$ cat src/rtl/water_tank_refill_ctrl_if.sv
// Signal bundle between the tank refill controller and its surroundings
// (level sensor, dispenser handshake, operator fault clear, valve drive).
//   master : the refill controller; samples enable/level/dispenser_busy/
//            fault_clear and drives valve, inhibit, status and debug outputs.
//   slave  : the environment side; drives the inputs and observes the outputs.
interface water_tank_refill_ctrl_if #(
  parameter int unsigned LEVEL_W = 8,
  parameter int unsigned TMO_W   = 16
);
  logic               enable;
  logic [LEVEL_W-1:0] level;
  logic               dispenser_busy;
  logic               fault_clear;
  logic               inlet_valve;
  logic               dispense_inhibit;
  logic               refill_active;
  logic               fault;
  logic [2:0]         state;
  logic [TMO_W-1:0]   fill_timer;

  modport master (
    input  enable, level, dispenser_busy, fault_clear,
    output inlet_valve, dispense_inhibit, refill_active, fault, state, fill_timer
  );

  modport slave (
    output enable, level, dispenser_busy, fault_clear,
    input  inlet_valve, dispense_inhibit, refill_active, fault, state, fill_timer
  );
endinterface

$ cat src/rtl/water_tank_refill_ctrl.sv
// Refill controller for the dispenser reservoir. Debounces a low-level
// reading, waits for any active dispense to finish, opens the inlet valve
// until the tank reads full, lets the reading settle with the valve closed,
// and latches FAULT if one refill keeps the valve open too long.
// Ports:
//   clk    - system clock, rising edge
//   reset  - asynchronous, active-high reset
//   bus    - master side of water_tank_refill_ctrl_if:
//            in : enable, level, dispenser_busy, fault_clear
//            out: inlet_valve, dispense_inhibit, refill_active, fault,
//                 state (debug encoding), fill_timer
module water_tank_refill_ctrl #(
  parameter int unsigned LEVEL_W       = 8,
  parameter int unsigned LOW_THRESH    = 64,
  parameter int unsigned HIGH_THRESH   = 224,
  parameter int unsigned DEBOUNCE      = 3,
  parameter int unsigned SETTLE_CYCLES = 8,
  parameter int unsigned TMO_W         = 16,
  parameter int unsigned FILL_TIMEOUT  = 5000
) (
  input  logic                      clk,
  input  logic                      reset,
  water_tank_refill_ctrl_if.master  bus
);

  localparam logic [2:0] IDLE   = 3'd0;
  localparam logic [2:0] WAIT   = 3'd1;
  localparam logic [2:0] FILL   = 3'd2;
  localparam logic [2:0] SETTLE = 3'd3;
  localparam logic [2:0] FAULT  = 3'd4;

  localparam logic [LEVEL_W-1:0] LOW_L       = LEVEL_W'(LOW_THRESH);
  localparam logic [LEVEL_W-1:0] HIGH_L      = LEVEL_W'(HIGH_THRESH);
  localparam logic [3:0]         DEB_L       = 4'(DEBOUNCE);
  localparam logic [7:0]         SETTLE_LAST = 8'(SETTLE_CYCLES - 1);
  localparam logic [TMO_W-1:0]   TMO_LAST    = TMO_W'(FILL_TIMEOUT - 1);

  logic [2:0]       state_q, state_d;
  logic [TMO_W-1:0] fill_timer_q, fill_timer_d;
  logic [3:0]       deb_q, deb_d;
  logic [7:0]       settle_q, settle_d;

  logic level_low, level_high, low_ok, timeout, settle_done;

  assign level_low   = (bus.level < LOW_L);
  assign level_high  = (bus.level >= HIGH_L);
  assign low_ok      = (deb_q == DEB_L);
  // ">=" rather than "==": a SETTLE entered on the timeout cycle resumes FILL
  // with the timer already past the last value, and must still trap.
  assign timeout     = (fill_timer_q >= TMO_LAST);
  assign settle_done = (settle_q == SETTLE_LAST);

  always_comb begin
    deb_d        = level_low ? ((deb_q == DEB_L) ? deb_q : deb_q + 4'd1) : '0;
    state_d      = state_q;
    fill_timer_d = fill_timer_q;
    settle_d     = settle_q;
    case (state_q)
      IDLE: begin
        if (bus.enable && low_ok) begin
          if (bus.dispenser_busy) begin
            state_d = WAIT;
          end else begin
            state_d      = FILL;
            fill_timer_d = '0;
          end
        end
      end
      WAIT: begin
        if (!bus.enable) begin
          state_d = IDLE;
        end else if (!bus.dispenser_busy) begin
          state_d      = FILL;
          fill_timer_d = '0;
        end
      end
      FILL: begin
        // Counts every valve-open cycle, including the one that leaves FILL.
        fill_timer_d = fill_timer_q + 1'b1;
        if (!bus.enable) begin
          state_d = IDLE;
        end else if (level_high) begin
          state_d  = SETTLE;
          settle_d = '0;
        end else if (timeout) begin
          state_d = FAULT;
        end
      end
      SETTLE: begin
        if (!bus.enable) begin
          state_d = IDLE;
        end else if (settle_done) begin
          state_d = level_high ? IDLE : FILL;
        end else begin
          settle_d = settle_q + 8'd1;
        end
      end
      FAULT: begin
        if (bus.fault_clear) begin
          state_d      = IDLE;
          fill_timer_d = '0;
        end
      end
      default: state_d = IDLE;
    endcase
  end

  always_ff @(posedge clk or posedge reset) begin
    if (reset) begin
      state_q      <= IDLE;
      fill_timer_q <= '0;
      deb_q        <= '0;
      settle_q     <= '0;
    end else begin
      state_q      <= state_d;
      fill_timer_q <= fill_timer_d;
      deb_q        <= deb_d;
      settle_q     <= settle_d;
    end
  end

  assign bus.inlet_valve      = (state_q == FILL);
  assign bus.dispense_inhibit = (state_q == WAIT) || (state_q == FILL) ||
                                (state_q == SETTLE) || (state_q == FAULT);
  assign bus.refill_active    = (state_q == WAIT) || (state_q == FILL) ||
                                (state_q == SETTLE);
  assign bus.fault            = (state_q == FAULT);
  assign bus.state            = state_q;
  assign bus.fill_timer       = fill_timer_q;

endmodule
$ cat src/flat_wrapper.sv
// flat-port wrapper written by rule: the top's interface ports become plain ports
module water_tank_refill_ctrl_flat 
#(
  parameter int unsigned LEVEL_W       = 8,
  parameter int unsigned LOW_THRESH    = 64,
  parameter int unsigned HIGH_THRESH   = 224,
  parameter int unsigned DEBOUNCE      = 3,
  parameter int unsigned SETTLE_CYCLES = 8,
  parameter int unsigned TMO_W         = 16,
  parameter int unsigned FILL_TIMEOUT  = 5000
)
  (clk, reset, bus_enable, bus_level, bus_dispenser_busy, bus_fault_clear, bus_inlet_valve, bus_dispense_inhibit, bus_refill_active, bus_fault, bus_state, bus_fill_timer);
  water_tank_refill_ctrl_if #(.LEVEL_W(LEVEL_W), .TMO_W(TMO_W)) bus_i ();
  input  logic clk;
  input  logic reset;
  input wire logic [$bits(bus_i.enable)-1:0] bus_enable;
  input wire logic [$bits(bus_i.level)-1:0] bus_level;
  input wire logic [$bits(bus_i.dispenser_busy)-1:0] bus_dispenser_busy;
  input wire logic [$bits(bus_i.fault_clear)-1:0] bus_fault_clear;
  output wire logic [$bits(bus_i.inlet_valve)-1:0] bus_inlet_valve;
  output wire logic [$bits(bus_i.dispense_inhibit)-1:0] bus_dispense_inhibit;
  output wire logic [$bits(bus_i.refill_active)-1:0] bus_refill_active;
  output wire logic [$bits(bus_i.fault)-1:0] bus_fault;
  output wire logic [$bits(bus_i.state)-1:0] bus_state;
  output wire logic [$bits(bus_i.fill_timer)-1:0] bus_fill_timer;
  assign bus_i.enable = bus_enable;
  assign bus_i.level = bus_level;
  assign bus_i.dispenser_busy = bus_dispenser_busy;
  assign bus_i.fault_clear = bus_fault_clear;
  assign bus_inlet_valve = bus_i.inlet_valve;
  assign bus_dispense_inhibit = bus_i.dispense_inhibit;
  assign bus_refill_active = bus_i.refill_active;
  assign bus_fault = bus_i.fault;
  assign bus_state = bus_i.state;
  assign bus_fill_timer = bus_i.fill_timer;
  water_tank_refill_ctrl #(.LEVEL_W(LEVEL_W), .LOW_THRESH(LOW_THRESH), .HIGH_THRESH(HIGH_THRESH), .DEBOUNCE(DEBOUNCE), .SETTLE_CYCLES(SETTLE_CYCLES), .TMO_W(TMO_W), .FILL_TIMEOUT(FILL_TIMEOUT)) u_core (.clk(clk), .reset(reset), .bus(bus_i));
endmodule
$ cat config.mk
export PLATFORM = sky130hd
export DESIGN_NAME = water_tank_refill_ctrl_flat
export DESIGN_NICKNAME = d
export VERILOG_FILES = /design/src/rtl/water_tank_refill_ctrl_if.sv /design/src/rtl/water_tank_refill_ctrl.sv /design/src/flat_wrapper.sv
export SDC_FILE = /design/constraint.sdc
export NUM_CORES = 1
export LEC_CHECK = 0
export ABC_AREA = 0
export CAP_MARGIN = 20
export CELL_PAD_IN_SITES_DETAIL_PLACEMENT = 1
export CELL_PAD_IN_SITES_GLOBAL_PLACEMENT = 1
export CORE_ASPECT_RATIO = 1.25
export CORE_UTILIZATION = 35
export DETAILED_ROUTE_END_ITERATION = 16
export GPL_ROUTABILITY_DRIVEN = 0
export GPL_TIMING_DRIVEN = 1
export PLACE_DENSITY = 0.8
export SETUP_SLACK_MARGIN = 0.3
export SYNTH_ARGS = -nofsm -noshare
export SYNTH_HDL_FRONTEND = slang
export SYNTH_SLANG_ARGS = --single-unit
$ cat constraint.sdc
create_clock -name clk -period 1.8 [get_ports clk]
set_clock_uncertainty 0.05 [all_clocks]
set_input_delay 0.45 -clock clk [delete_from_list [all_inputs] [get_ports clk]]
set_output_delay 0.45 -clock clk [all_outputs]
set_load 0.01 [all_outputs]
[Word-level counts from Yosys, hierarchy flattened]
Cells that the tools add are included.
Cells by class
  muxes and demuxes: 24
  $lt $le $gt $ge: 3
  reductions and logical operators: 10
  $add $sub $neg: 3
  equal/unequal tests: 17
Operators by type and width (number)
  16-bit 2-to-1 mux: 4
  16-bit one-hot mux with 4 select lines: 1
  8-bit 2-to-1 mux: 4
  3-bit 2-to-1 mux: 9
  16-bit by 1-bit adder with 16-bit output, second input constant: 1
  16-bit by 13-bit >= comparator with 1-bit output, second input constant: 1
  8-bit one-hot mux with 2 select lines: 1
  3-bit one-hot mux with 5 select lines: 1
  2-bit inequality test, second input constant: 6
  5-bit AND reduction: 2
  8-bit by 1-bit adder with 8-bit output, second input constant: 1
  8-bit by 3-bit == test with 1-bit output, second input constant: 1
  8-bit >= comparator, second input constant: 1
  8-bit by 7-bit less-than comparator with 1-bit output, second input constant: 1
  4-bit 2-to-1 mux: 2
  3-bit by 2-bit == test with 1-bit output, second input constant: 2
  4-bit by 1-bit adder with 4-bit output, second input constant: 1
  4-bit by 2-bit == test with 1-bit output, second input constant: 1
  2-bit 2-to-1 mux: 2
  2-bit by 1-bit inequality test with 1-bit output, second input constant: 2
  4-bit by 2-bit inequality test with 1-bit output, second input constant: 1
  4-bit AND reduction: 1
  4-bit nonzero test: 1
  3-bit by 1-bit == test with 1-bit output, second input constant: 1
  other kinds (7): 9
Storage, ports and cells
  output and inout bits: 23
  word-level logic and storage cells: 61
  bits in registers: 31
  bits of input ports: 13

[Longest topological paths before layout]
  depth in word-level cells: 5
  depth in mapped cells: 8
  depth with buffers taken out: 7

[Least setup slack after synthesis]
Ideal clock, no wire load.
  path kind: input to register
  from: input port bus_enable
  to: register u_core.fill_timer_q[5], in the netlist u_core.bus.fill_timer[5]
  cell stages on the path: 7
  required time: 1618 ps
  path buffers: 2
  setup time: 132 ps
  arrival time: 1524 ps
  setup slack: 93 ps
  cell sequence: buf_4 > or3b_1 > a21oi_2 > o21ai_2 > buf_6 > o21ai_1 > o41ai_1
Between the ends
  cells in the longest elaborated chain, start to end: 3
  elaborated cells between the ends (all ways): 4
  those cells by class: eq/ne: 2; reduce/logical: 2
RTL lines
  from (decl): line flat_wrapper.sv:16  | input wire logic [$bits(bus_i.enable)-1:0] bus_enable;
  1-bit logical AND: line water_tank_refill_ctrl.sv:60  | if (bus.enable && low_ok) begin
  2-bit by 1-bit inequality test with 1-bit output (no source line)
  4-bit AND reduction (no source line) (*)
  to (signal assigned): line water_tank_refill_ctrl.sv:116  | fill_timer_q <= fill_timer_d;
  to (decl): line water_tank_refill_ctrl.sv:39  | logic [TMO_W-1:0] fill_timer_q, fill_timer_d;
Mark *: on every way between the ends. The rest lies on a longest branch, timed or not.
A chain may end at the register's enable or synchronous reset.

[Worst setup path after layout]
  from: register u_core.settle_q[0]
  to: register u_core.state_q[1], in the netlist u_core.bus.state[1]
Between the ends
  cells in the longest elaborated chain, start to end: 3
RTL lines
  from (decl): line water_tank_refill_ctrl.sv:41  | logic [7:0] settle_q, settle_d;
  from (signal assigned): line water_tank_refill_ctrl.sv:118  | settle_q <= settle_d;
  8-bit by 3-bit == test with 1-bit output: line water_tank_refill_ctrl.sv:51  | assign settle_done = (settle_q == SETTLE_LAST);
  3-bit by 2-bit inequality test with 1-bit output (no source line)
  5-bit AND reduction (no source line)
  to (signal assigned): line water_tank_refill_ctrl.sv:115  | state_q <= state_d;
  to (decl): line water_tank_refill_ctrl.sv:38  | logic [2:0] state_q, state_d;
Every way passes these cells.

==> reports/metrics.csv <==
stage;metric;value;unit
job;max cap viols;0;
timing;Worst Slack Setup Final;-0.1292;ns
timing;Slew Limit Fails;0;
worst_setup_path;worst-path cell chain;ha_2 > nor4b_4 > a21oi_4 > buf_6 > a41o_4 > o21ai_4 > o41ai_4;
timing;final period utilization;1.072;
yosys;synth cell count leaders;dfrtp_1 (31), nand2_1 (17), nor2_1 (15);
yosys;part of the Yosys area used for sequential elements;0.4282;
yosys;Synth async-reset ratio;1.000;
route;total iterations of the first detailed-routing run;4;
timing;f_max;518.3;MHz
route;Iteration-0 DRC Markers;118;
run_status;failing checks;setup timing;
cts;worst skew pair latency;0.31;ns
worst_setup_path;Setup CP Type;reg -> reg;
finish;final std cell area, no fill;3567;um^2
worst_setup_path;Critical Path AT;2.06;ns
yosys;Synth Register Bits;31;
finish;layout net count;343;
route;routed vias/inst;6.106;
grt;number of global-route vias before repair;2328;
yosys;Synth Area per Inst;9.291;um^2
yosys;Yosys warning count;0;
worst_setup_path;critical-path maximum fanout;4;
yosys;adder-cell area share of the yosys netlist;0.02072;
timing;Fin. Hold Viols;0;
worst_setup_path;slowest CP cell;dfrtp_1;
route;Routed Antenna Nets;0;
timing;Final min period;1.929;ns
placement;number of I/O port buffers;30;
power;pwr dens;1179;nW/um^2
yosys;simple-gate share of the synthesized area;0.2507;
cts;total clock sinks;31;
die;DIE WIDTH;66.35;um
worst_setup_path;Crit path largest cell delay;0.41;ns
cts;TritonCTS clock tree;built;
cts;Max H-tree Level;2;
yosys;Syn Std Cell Area;1812;um^2
finish;ANT cells;0;
route;Residual DRC;0;
yosys;leading area contributor after synthesis;dfrtp_1;
timing;Max transition margin;0.7346;
yosys;top cells by area, synth;dfrtp_1 (43%), o21ai_1 (3.9%), o21ai_0 (3.6%), nand2_1 (3.5%), nor2_1 (3.1%);
yosys;largest family of logic cells by synthesized area;simple AND/OR/NAND/NOR gates;
route;Avg WL per Cell;28.69;um
power;Leak;1.678;nW
route;Total Wirelength;11130;um
yosys;Syn Nets;211;
placement;placed standard-cell area;2487;um^2
cts;Clock transition at path regs;0.08;ns
grt;largest net degree at the start of global routing;32;
placement;Setup WS pre-CTS;-0.4319;ns
yosys;compound-gate portion of the synthesized area;0.2030;
worst_setup_path;r2r setup slk;-0.13;ns
yosys;count leader, synth;dfrtp_1;
yosys;Cell variety after synth;50;
die;Core Region;4870;um^2
die;die area;5470;um^2
cts;CTS hold repair buffers;0;
cts;Clock Path Buffers;2;
worst_setup_path;critical path endpoint category;flop;
min_path;hold crit path type;in -> async;
power;VDD IR max;0.0007675;V
timing;RSZ-0062 raised after global routing;yes;
route;via count;2369;
yosys;cell count after synthesis;195;
worst_setup_path;CP Launch Type;flop;
die;I/O pin count;36;
cts;root buffer cell;clkbuf_8;
placement;DP Wirelength;4084;um
yosys;Synth Area in XOR/XNOR;0.04351;
grt;GR Overflow Total;0;
finish;share of layout cells above drive strength 1;0.6311;
yosys;Post-synth top flop;dfrtp_1;
yosys;number of synthesized flops with an enable pin;0;
yosys;post-synthesis mux area share;0.005525;
die;initial core utilization;0.3720;
finish;area delta synth->final;96.89;%
yosys;post-synth top area share;0.4282;
die;Die Y;82.44;um
run_status;status;finished, violations left;
grt;global-route wire length before repair;12890;um
die;Cell Rows;28;
timing;Finish-stage setup viols;27;
timing;worst-margin pin slew;0.3963;ns
worst_setup_path;Data required, critical path;1.94;ns
cts;Num CTS Buffers;5;
grt;total global-route track usage;0.3264;
grt;initial antenna violation count;0;
layout by cell type, fill, tap and decap left out, types with 3 or more instances in the layout:
cell type        instances
clkbuf_8                 7
o21ai_2                 14
o21ai_4                  5
clkbuf_2                 4
dlygate4sd2_1            6
dfrtp_1                 21
buf_4                   71
and3_1                   3
buf_8                    3
nand2_1                 12
nand4_1                  6
xor2_1                   4
a31oi_1                  5
clkdlybuf4s15_1          8
dfrtp_2                 10
nor2_2                   3
o21ai_1                  7
nand3_1                  6
nor2_4                   4
nor3_1                   5
nand2_2                  3
nor2_1                   8
and3_4                   4
a21oi_4                  3
a21oi_1                  7
buf_6                   35
kinds of logic (layout without fill, tap and decap cells):
group | count (synthesis) | in the layout
multiplexers | 1 | 1
adder cells (fa/ha/maj) | 3 | 3
AO/OA/AOI/OAI | 58 | 58
buffers and inverters | 14 | 147
XOR/XNOR | 9 | 9
AND/OR/NAND/NOR | 79 | 79
flip-flops | 31 | 31
repair_timing:
action,4_1_cts,5_1_grt
endpoints found under the setup margin,50,46
gates cloned,1,0
gates resized for setup,118,84
setup buffers,45,21
pin swaps,25,30
flip-flops by register name, summed over array words and instances, names as in the netlist:
| signal | cells |
|---|---|
| u_core.bus.fill_timer | 16 |
| u_core.settle_q | 8 |
| u_core.deb_q | 4 |
| u_core.bus.state | 3 |
metrics by stage:
stage                     cells  hold slack (ns)  power, W  setup TNS, ns  utilization
after floorplan             195           0.4599  0.001629              0            -
after global placement      313           0.4615  0.002191         -7.411       0.5108
after detailed placement    313           0.4622  0.002246         -7.552       0.5108
after CTS                   367           0.4694  0.003399       -0.01894       0.6334
after global routing        388           0.5061  0.004284         -2.022       0.7325
final                       388           0.4988  0.004206         -1.742       0.7325
worst max-delay path, delay by kind of cell, from the launching register on:
kind	cells	cell delay, ns
compound gates	4	0.69
buf+inv	1	0.15
flops	1	0.41
simple gates	1	0.28
fa+ha+maj	1	0.23
routing by layer:
metal,wire length [um],share of wire,vias up,track usage
met4,738,0.066,0,0.1426
li1,-,-,977,-
met1,4129,0.37,1189,0.3758
met3,626,0.056,65,0.04945
met2,5636,0.51,138,0.5939
met5,0,0,-,0
worst paths after layout:
kind                                            endpoint  cells past startpoint                      from
min in group clk                         u_core.deb_q[2]                      3              bus_level[6]
max in group asynchronous       u_core.bus.fill_timer[0]                      3                     reset
worst min-delay path            u_core.bus.fill_timer[4]                      3                     reset
worst max register to register       u_core.bus.state[1]                      7        u_core.settle_q[0]
worst max-delay path                 u_core.bus.state[1]                      7        u_core.settle_q[0]
worst min register to register  u_core.bus.fill_timer[1]                      1  u_core.bus.fill_timer[1]
final cells by class:
type | count | area, um^2
multi-input cells | 150 | 1384
fillers | 490 | 1303
clock buffers | 8 | 100.1
repair buffers | 133 | 1187
flip-flops and latches | 31 | 788.3
well taps | 60 | 75.07
inverters | 6 | 32.53
report_power, final:
part           total, W  leakage (nW)  switching [W]  internal, W
Clock          0.000671        0.0515       0.000321     0.000350
Combinational   0.00263          1.22        0.00134      0.00128
Sequential     0.000908         0.411       0.000126     0.000782
Total           0.00421          1.68        0.00179      0.00242
Power figures use the tool's default switching activity.
